$ cat config.mk
export PLATFORM = sky130hd
export DESIGN_NAME = write_line_flat
export DESIGN_NICKNAME = d
export VERILOG_FILES = /design/src/rtl/write_line_pkg.sv /design/src/rtl/write_line_if.sv /design/src/rtl/write_req_edge.sv /design/src/rtl/write_line.sv /design/src/flat_wrapper.sv
export SDC_FILE = /design/constraint.sdc
export NUM_CORES = 1
export LEC_CHECK = 0
export ABC_AREA = 0
export BUFFER_PORTS_ARGS = -buffer_cell sky130_fd_sc_hd__buf_2
export CORE_UTILIZATION = 55
export CTS_CLUSTER_DIAMETER = 60
export DETAILED_ROUTE_END_ITERATION = 6
export HOLD_SLACK_MARGIN = 0.15
export PLACE_DENSITY = 0.85
export SYNTH_ARGS = -nofsm -noshare
export SYNTH_HDL_FRONTEND = slang
export SYNTH_HIERARCHICAL = 1
export SYNTH_SLANG_ARGS = --single-unit
$ cat constraint.sdc
create_clock -name memory_clk -period 4 [get_ports memory_clk]
set_clock_uncertainty 0.05 [all_clocks]
set_input_delay 0.4 -clock memory_clk [delete_from_list [all_inputs] [get_ports memory_clk]]
set_output_delay 0.4 -clock memory_clk [all_outputs]
set_load 0.02 [all_outputs]
$ cat src/rtl/write_line_pkg.sv
// write_line_pkg: constants and FSM state type shared by the RAM video line writer and reader
// Contents: line/burst geometry, external RAM address width, FSM state enum,
// and line_base(), the external RAM word address of the first pixel of a line.
package write_line_pkg;
  localparam int H_LEN = 640;
  localparam int BURST_LEN = 64;
  localparam int BURSTS = H_LEN / BURST_LEN;
  localparam int ADDR_W = 23;
  localparam int LB_AW = 10;
  localparam int BEAT_W = 6;
  localparam int BCNT_W = 4;
  typedef enum logic [1:0] {IDLE, REQ, BURST, WAIT_DONE} wl_state_t;
  // 640 * v_line, widened before the multiply so line 479 (306560) cannot truncate
  function automatic logic [ADDR_W-1:0] line_base(input logic [8:0] v);
    line_base = ADDR_W'(v) * ADDR_W'(H_LEN);
  endfunction
endpackage

$ cat src/rtl/write_line_if.sv
// write_line_if: burst handshake and data bus between the line writer and the external RAM controller
// master (line writer): drives external_ram_write_address, start_external_ram_write,
//   Memory_Write_Data, WRITE; receives StartUploading, ReadyWrite.
// slave (RAM controller): the mirror image.
interface write_line_if;
  import write_line_pkg::*;
  logic [ADDR_W-1:0] external_ram_write_address;
  logic start_external_ram_write;
  logic StartUploading;
  logic ReadyWrite;
  logic [15:0] Memory_Write_Data;
  logic WRITE;
  modport master (
    output external_ram_write_address, start_external_ram_write, Memory_Write_Data, WRITE,
    input StartUploading, ReadyWrite
  );
  modport slave (
    input external_ram_write_address, start_external_ram_write, Memory_Write_Data, WRITE,
    output StartUploading, ReadyWrite
  );
endinterface

$ cat src/rtl/write_req_edge.sv
// write_req_edge: rising-edge detector on a level request, using a registered copy of the level
// Ports: memory_clk, reset_n (async active-low), level (request in), rise (level high, copy low).
module write_req_edge (
  input  logic memory_clk,
  input  logic reset_n,
  input  logic level,
  output logic rise
);
  logic level_q;
  always_ff @(posedge memory_clk or negedge reset_n)
    if (!reset_n) level_q <= 1'b0;
    else level_q <= level;
  assign rise = level & ~level_q;
endmodule

$ cat src/rtl/write_line.sv
// write_line: writes one 640-word line buffer line to external RAM as ten 64-word bursts
// Ports: memory_clk, reset_n (async active-low); Write_Line (rising edge starts a line),
//   v_line (line number, sampled on the start edge); line_buffer_read_address/_data
//   (1-cycle synchronous line buffer read); RAM_BUSY (line in progress);
//   ram (write_line_if.master: burst address/request, data, WRITE, StartUploading, ReadyWrite).
// Optional WRITE_LINE_OVERRUN_EN: adds line_overrun, a sticky flag for start edges while busy.
module write_line
  import write_line_pkg::*;
(
  input  logic             memory_clk,
  input  logic             reset_n,
  input  logic             Write_Line,
  input  logic [8:0]       v_line,
  input  logic [15:0]      line_buffer_read_data,
  output logic [LB_AW-1:0] line_buffer_read_address,
  output logic             RAM_BUSY,
`ifdef WRITE_LINE_OVERRUN_EN
  output logic             line_overrun,
`endif
  write_line_if.master     ram
);
  wl_state_t state;
  logic [BCNT_W-1:0] burst;
  logic start;
  write_req_edge u_edge (
    .memory_clk(memory_clk),
    .reset_n(reset_n),
    .level(Write_Line),
    .rise(start)
  );
  assign ram.Memory_Write_Data = line_buffer_read_data;
  // The low six bits of the read address double as the beat counter: the burst
  // ends on the cycle the address sits at burst*64+63, so it never passes 639.
  always_ff @(posedge memory_clk or negedge reset_n)
    if (!reset_n) begin
      state <= IDLE;
      burst <= '0;
      RAM_BUSY <= 1'b0;
      line_buffer_read_address <= '0;
      ram.external_ram_write_address <= '0;
      ram.start_external_ram_write <= 1'b0;
      ram.WRITE <= 1'b0;
    end else
      case (state)
        IDLE:
          if (start) begin
            state <= REQ;
            burst <= '0;
            RAM_BUSY <= 1'b1;
            line_buffer_read_address <= '0;
            ram.external_ram_write_address <= line_base(v_line);
            ram.start_external_ram_write <= 1'b1;
          end
        REQ:
          if (ram.StartUploading) begin
            state <= BURST;
            ram.start_external_ram_write <= 1'b0;
            ram.WRITE <= 1'b1;
          end
        BURST:
          if (&line_buffer_read_address[BEAT_W-1:0]) begin
            state <= WAIT_DONE;
            ram.WRITE <= 1'b0;
          end else line_buffer_read_address <= line_buffer_read_address + 1'b1;
        WAIT_DONE:
          if (ram.ReadyWrite) begin
            burst <= burst + 1'b1;
            ram.external_ram_write_address <= ram.external_ram_write_address + ADDR_W'(BURST_LEN);
            if (burst == BCNT_W'(BURSTS - 1)) begin
              state <= IDLE;
              RAM_BUSY <= 1'b0;
              line_buffer_read_address <= '0;
            end else begin
              state <= REQ;
              ram.start_external_ram_write <= 1'b1;
              line_buffer_read_address <= {burst + 1'b1, BEAT_W'(0)};
            end
          end
      endcase
`ifdef WRITE_LINE_OVERRUN_EN
  always_ff @(posedge memory_clk or negedge reset_n)
    if (!reset_n) line_overrun <= 1'b0;
    else if (start && RAM_BUSY) line_overrun <= 1'b1;
`endif
endmodule

$ cat src/flat_wrapper.sv
// flat-port wrapper written by rule: the top's interface ports become plain ports
module write_line_flat import write_line_pkg::*;
  (memory_clk, reset_n, Write_Line, v_line, line_buffer_read_data, line_buffer_read_address, RAM_BUSY, ram_external_ram_write_address, ram_start_external_ram_write, ram_Memory_Write_Data, ram_WRITE, ram_StartUploading, ram_ReadyWrite);
  write_line_if ram_i ();
  input  logic memory_clk;
  input  logic reset_n;
  input  logic Write_Line;
  input  logic [8:0] v_line;
  input  logic [15:0] line_buffer_read_data;
  output logic [LB_AW-1:0] line_buffer_read_address;
  output logic RAM_BUSY;
  output wire logic [$bits(ram_i.external_ram_write_address)-1:0] ram_external_ram_write_address;
  output wire logic [$bits(ram_i.start_external_ram_write)-1:0] ram_start_external_ram_write;
  output wire logic [$bits(ram_i.Memory_Write_Data)-1:0] ram_Memory_Write_Data;
  output wire logic [$bits(ram_i.WRITE)-1:0] ram_WRITE;
  input wire logic [$bits(ram_i.StartUploading)-1:0] ram_StartUploading;
  input wire logic [$bits(ram_i.ReadyWrite)-1:0] ram_ReadyWrite;
  assign ram_external_ram_write_address = ram_i.external_ram_write_address;
  assign ram_start_external_ram_write = ram_i.start_external_ram_write;
  assign ram_Memory_Write_Data = ram_i.Memory_Write_Data;
  assign ram_WRITE = ram_i.WRITE;
  assign ram_i.StartUploading = ram_StartUploading;
  assign ram_i.ReadyWrite = ram_ReadyWrite;
  write_line u_core (.memory_clk(memory_clk), .reset_n(reset_n), .Write_Line(Write_Line), .v_line(v_line), .line_buffer_read_data(line_buffer_read_data), .line_buffer_read_address(line_buffer_read_address), .RAM_BUSY(RAM_BUSY), .ram(ram_i));
endmodule
# Word-level counts from Yosys, hierarchy flattened
# Cells that the tools add are included.
[word_totals] input_bits=30 regBits=43
[op_classes] bitwise=2 n_eq_ne=11 reduce_logical=12 n_mul=1 muxes=28 n_addsub=3
[ops] op="$mux 23" n=2
[ops] op="$pmux 23 s2" n=1
[ops] op="$mux 10" n=4
[ops] op="$pmux 10 s3" n=1
[ops] op="$add 23x7->23 const B" n=1
[ops] op="$mul 9x3->12 const B" n=1
[ops] op="$reduce_and 4->1" n=3
[ops] op="$add 10x1->10 const B" n=1
[ops] op="$mux 1" n=9
[ops] op="$mux 2" n=4
[ops] op="$mux 4" n=2
[ops] op="$ne 2x2->1 const B" n=4
[ops] op="$pmux 2 s4" n=1
[ops] op="$pmux 4 s2" n=1
[ops] op="$ne 2x1->1 const B" n=3
[ops] op="$reduce_and 3->1" n=2
[ops] op="$reduce_and 6->1" n=1
[ops] op="$reduce_bool 3->1" n=2
[ops] op="$reduce_and 5->1" n=1
[ops] op="$add 4x1->4 const B" n=1
[ops] op="$eq 2x2->1 const B" n=2
[ops] op="$eq 4x4->1 const B" n=1
[ops] op="$pmux 1 s2" n=2
[ops] op="$reduce_bool 2->1" n=2
[ops] op="other kinds (5)" n=5

# Logic depth before layout (Yosys ltp)
[logic_depth] word_depth=4 mapped_depth=9

# Modules after synthesis
# The synthesis kept the hierarchy.
[by_module_without_submodules] module="write_line" cells_each=312 instances=1 seq_area_each_um2=900.9 area_per_inst_um2=2718.9
[by_module_without_submodules] module="write_req_edge" cells_each=2 instances=1 seq_area_each_um2=25.0 area_per_inst_um2=38.8

# Worst setup path before layout
# Ideal clock, no wire load.
[synth_timing] kind="input to register" from="input port v_line[1]" to="register u_core.ram.external_ram_write_address[16]" path_stages=8 arrival_ns=2.100 path_slack_ns=1.746 path_cell_list="ha_1 > ha_1 > fa_1 > a21oi_1 > o21ai_0 > a21oi_1 > xor2_1 > a221oi_1"
[synth_via] elab_chain_cells=3
[synth_rtl] element="start, declared" line_no="flat_wrapper.sv:8" rtl="input logic [8:0] v_line;"
[synth_rtl] element="$mul 9x3->12" line_no="write_line_pkg.sv:15" rtl="line_base = ADDR_W'(v) * ADDR_W'(H_LEN);"
[synth_rtl] element="$mux 23" line_no="write_line.sv:46" rtl="if (start) begin"
[synth_rtl] element="$pmux 23 s2" line_no="write_line.sv:44" rtl="case (state)"
[synth_rtl] element="end signal, assigned" line_no="write_line.sv:51" rtl="ram.external_ram_write_address <= line_base(v_line);"
[synth_rtl] element="end signal, assigned" line_no="write_line.sv:68" rtl="ram.external_ram_write_address <= ram.external_ram_write_address + ADDR_W'(BURST_LEN);"
[synth_rtl] element="end, declared" line_no="write_line_if.sv:14" rtl="output external_ram_write_address, start_external_ram_write, Memory_Write_Data, WRITE,"
# No other way between the ends. The select of a mux whose other input is x is not followed.
# A chain may end at the register's enable or synchronous reset.

# Worst setup path in the final report
[layout_timing] from="register u_core.state[0]" to="register u_core.ram.external_ram_write_address[13]"
[layout_via] elab_chain_cells=3
[layout_rtl] element="start, declared" line_no="write_line.sv:22" rtl="wl_state_t state;"
[layout_rtl] element="start signal, assigned" line_no="write_line.sv:36" rtl="state <= IDLE;"
[layout_rtl] element="start signal, assigned" line_no="write_line.sv:47" rtl="state <= REQ;"
[layout_rtl] element="start signal, assigned" line_no="write_line.sv:56" rtl="state <= BURST;"
[layout_rtl] element="$eq 2x2->1 / $logic_not 2->1 (equally long branches)" line_no="write_line.sv:44"
[layout_rtl] element="$ne 2x2->1 (no line), or another cell as far along"
[layout_rtl] element="$reduce_and 3->1 (no line)"
# Parallel ways exist; a longest one is shown, timed or not.

==> flow_metrics.py <==
metrics = {
    "route": {
        "wl_um": 6270,
        "drcViolationCount": 0,
        "firstDrtPassIters": 5,
        "vias": 2484,
        "drt_iter0_drc": 223,
        "post_drt_wl_per_cell_um": 15.5,
        "ant_nets": 0,
        "via_per_inst": 6.13,
    },
    "worst_setup_path": {
        "critical_path.max_stage_delay_ns": 0.57,
        "worst-path-max-fanout": 17,
        "cp_slowest_cell": "mux2i_1",
        "path_class": "reg2reg",
        "worstSetupStartpoint": "u_core/state[0]$_DFFE_PN0P_",
        "reg2regPathDepth": 8,
        "worst-path-stages": 8,
        "cp_num_buf_inv": 2,
        "cp-start-kind": "flop",
        "required_ns": 4.14,
        "crit_chain": "inv_1 > ha_1 > mux2i_1 > nor2_1 > buf_4 > nand4_1 > nand2b_1 > a221oi_1",
        "worstReg2RegStart": "u_core/state[0]$_DFFE_PN0P_",
        "endpoint_kind": "flop",
        "cpLargestDelayFamily": "multiplexers",
        "arrival_ns": 2.58,
    },
    "sta": {
        "tns_ns": 0,
        "rsz0062_at_grt": "no",
        "worst_pin_slew_ns": 0.846,
        "finalHoldViolations": 0,
        "setup_violations": 0,
        "slew_violations": 0,
        "relSlewSlack_pct": 43.6,
        "period_minus_slack_ns": 2.44,
        "max_freq_ghz": 0.409,
        "fin_crit_sh_pct": 61.1,
    },
    "die": {
        "fp.dieH_um": 72.8,
        "rows": 25,
        "die_width_um": 72.8,
        "start_util_pct": 57.6,
        "die-area_um2": 5300,
        "ios": 82,
        "core_area_um2": 4790,
    },
    "synth": {
        "async_reset_ff_share_pct": 100,
        "yosysSeqAreaShare_pct": 33.6,
        "synth-edff-count": 0,
        "synthFlopType": "dfrtp_1",
        "synthCells": 314,
        "yosys-top-cells-area": "dfrtp_1 (34%), ha_1 (10%), buf_4 (6.0%)",
        "synth-seq-cells": 37,
        "avgSynthCellArea_um2": 8.78,
        "synth_area_leader_cell": "dfrtp_1",
        "synth_top_area_share_pct": 33.6,
        "yosys_warnings": 6,
        "synth_area_um2": 2760,
        "synth.distinct_cells": 52,
    },
    "global_route": {
        "grt_max_degree": 38,
        "track_usage_pct": 25.5,
        "grt_overflow": 0,
        "grt_pass1_wl_um": 10500,
        "grt_pass1_vias": 2335,
        "antenna_found_initial": 0,
    },
    "cts": {
        "clk_pin_slew_worst_paths_ns": 0.07,
        "ctsResizeCount": 0,
        "clkLatencyLatePin_ns": 0.29,
        "root_buffer": "clkbuf_8",
        "numCtsBuffers": 5,
        "clkSinkCount": 37,
        "tritoncts": "done",
        "htree_levels": 2,
        "post_cts_buffers": 0,
        "ctsHoldBuffers": 0,
        "clk_path_buf_depth": 2,
    },
    "pwr": {
        "power.leakage_nw": 1.37,
        "irDropWorstVdd_uv": 389,
        "cellPowerDensity_nw_per_um2": 694,
    },
    "min_path": {
        "hold_path.class": "in2async",
    },
    "job": {
        "cap_violations": 0,
    },
    "finish": {
        "final_core_util_pct": 61.8,
        "final_common_cell": "buf_2",
        "area_growth_pct": 7.21,
        "drive_above_1_share_pct": 17.5,
        "mostFrequentLayoutCells": "buf_2 (43), dfrtp_1 (37), nand2_1 (29)",
        "fillers": 432,
        "instances_no_fill": 405,
        "diodes": 0,
        "fin_nets": 392,
    },
    "placement": {
        "dp_cells": 398,
        "hpwl_um": 4560,
        "port-buffer-count": 43,
        "place.gp.congestion": 0.807,
    },
    "outcome": {
        "status": "finished, final reports clean",
    },
}
==> per-stage QoR <==
step	cell area (µm²)	hold WS [ns]	worst slack, ns	total power [mW]
floorplan	2780	0.0544	1.75	1.48
global placement	2870	0.428	1.54	1.73
detailed placement	2870	0.458	1.43	1.77
CTS	2960	0.193	1.61	2.03
global route	2960	0.193	1.47	2.20
finish	2960	0.165	1.56	2.05
==> state kept, by name (all words and copies together) (netlist names) <==
| signal | flops |
|---|---|
| u_core/ram.external_ram_write_address | 17 |
| u_core/line_buffer_read_address | 10 |
| u_core/burst | 4 |
| u_core/state | 2 |
| u_core/RAM_BUSY | 1 |
| u_core/ram.WRITE | 1 |
| u_core/ram.start_external_ram_write | 1 |
| u_core/u_edge/level_q | 1 |
==> final timing paths <==
| check | end | slack, ns |
|---|---|---|
| min reg2reg | u_core/RAM_BUSY$_DFFE_PN0P_ | 0.48 |
| max | u_core/ram.external_ram_write_address[13]$_DFFE_PN0P_ | 1.56 |
| max in group asynchronous | u_core/burst[2]$_DFFE_PN0P_ | 3.20 |
| max reg2reg | u_core/ram.external_ram_write_address[13]$_DFFE_PN0P_ | 1.56 |
| min in group memory_clk | u_core/u_edge/level_q$_DFF_PN0_ | 0.19 |
| min | u_core/ram.external_ram_write_address[19]$_DFFE_PN0P_ | 0.16 |
==> cell type report <==
type / count / area [µm²] / share of cell area, %
Multi-Input combinational cell: 236 / 1580 / 53.5
Sequential cell: 37 / 926 / 31.3
Timing Repair Buffer: 45 / 230 / 7.79
Clock buffer: 7 / 86.3 / 2.92
Tap cell: 67 / 83.8 / 2.84
Inverter: 13 / 48.8 / 1.65
==> synthesized netlist by cell type, drive strengths merged (6+ instances only) <==
| master | instances |
|---|---|
| a21oi | 22 |
| a221oi | 6 |
| a22o | 6 |
| and3 | 6 |
| buf | 28 |
| dfrtp | 37 |
| ha | 23 |
| inv | 13 |
| nand2 | 29 |
| nand3 | 17 |
| nor2 | 22 |
| nor3 | 8 |
| o21ai | 19 |
| xnor2 | 7 |
==> kinds of logic (layout without fill, tap and decap cells) <==
group | after synthesis | after routing | synth area share (%)
xor+xnor | 12 | 12 | 3.81
simple gates | 106 | 106 | 19.6
other cells | 1 | 6 | 0.136
compound gates | 82 | 82 | 19.7
mux | 6 | 6 | 2.22
fa+ha+maj | 24 | 24 | 11.2
buf+inv | 46 | 65 | 9.76
flops | 37 | 37 | 33.6
==> power by group <==
group          total (mW)  internal, mW  switching, mW
Sequential          0.661         0.493          0.168
Combinational        1.13         0.416          0.709
Clock               0.264         0.137          0.127
Total                2.05          1.05           1.01
==> metal layers <==
metal,GRT usage (%),vias to the layer above,part of all wire [%]
met2,40.7,108,47
met4,11.1,0,2.5
li1,-,1157,-
met1,33.3,1198,44
met5,0,-,0
met3,5.80,21,6.3
Note: power is estimated with default switching activity, not from simulation.
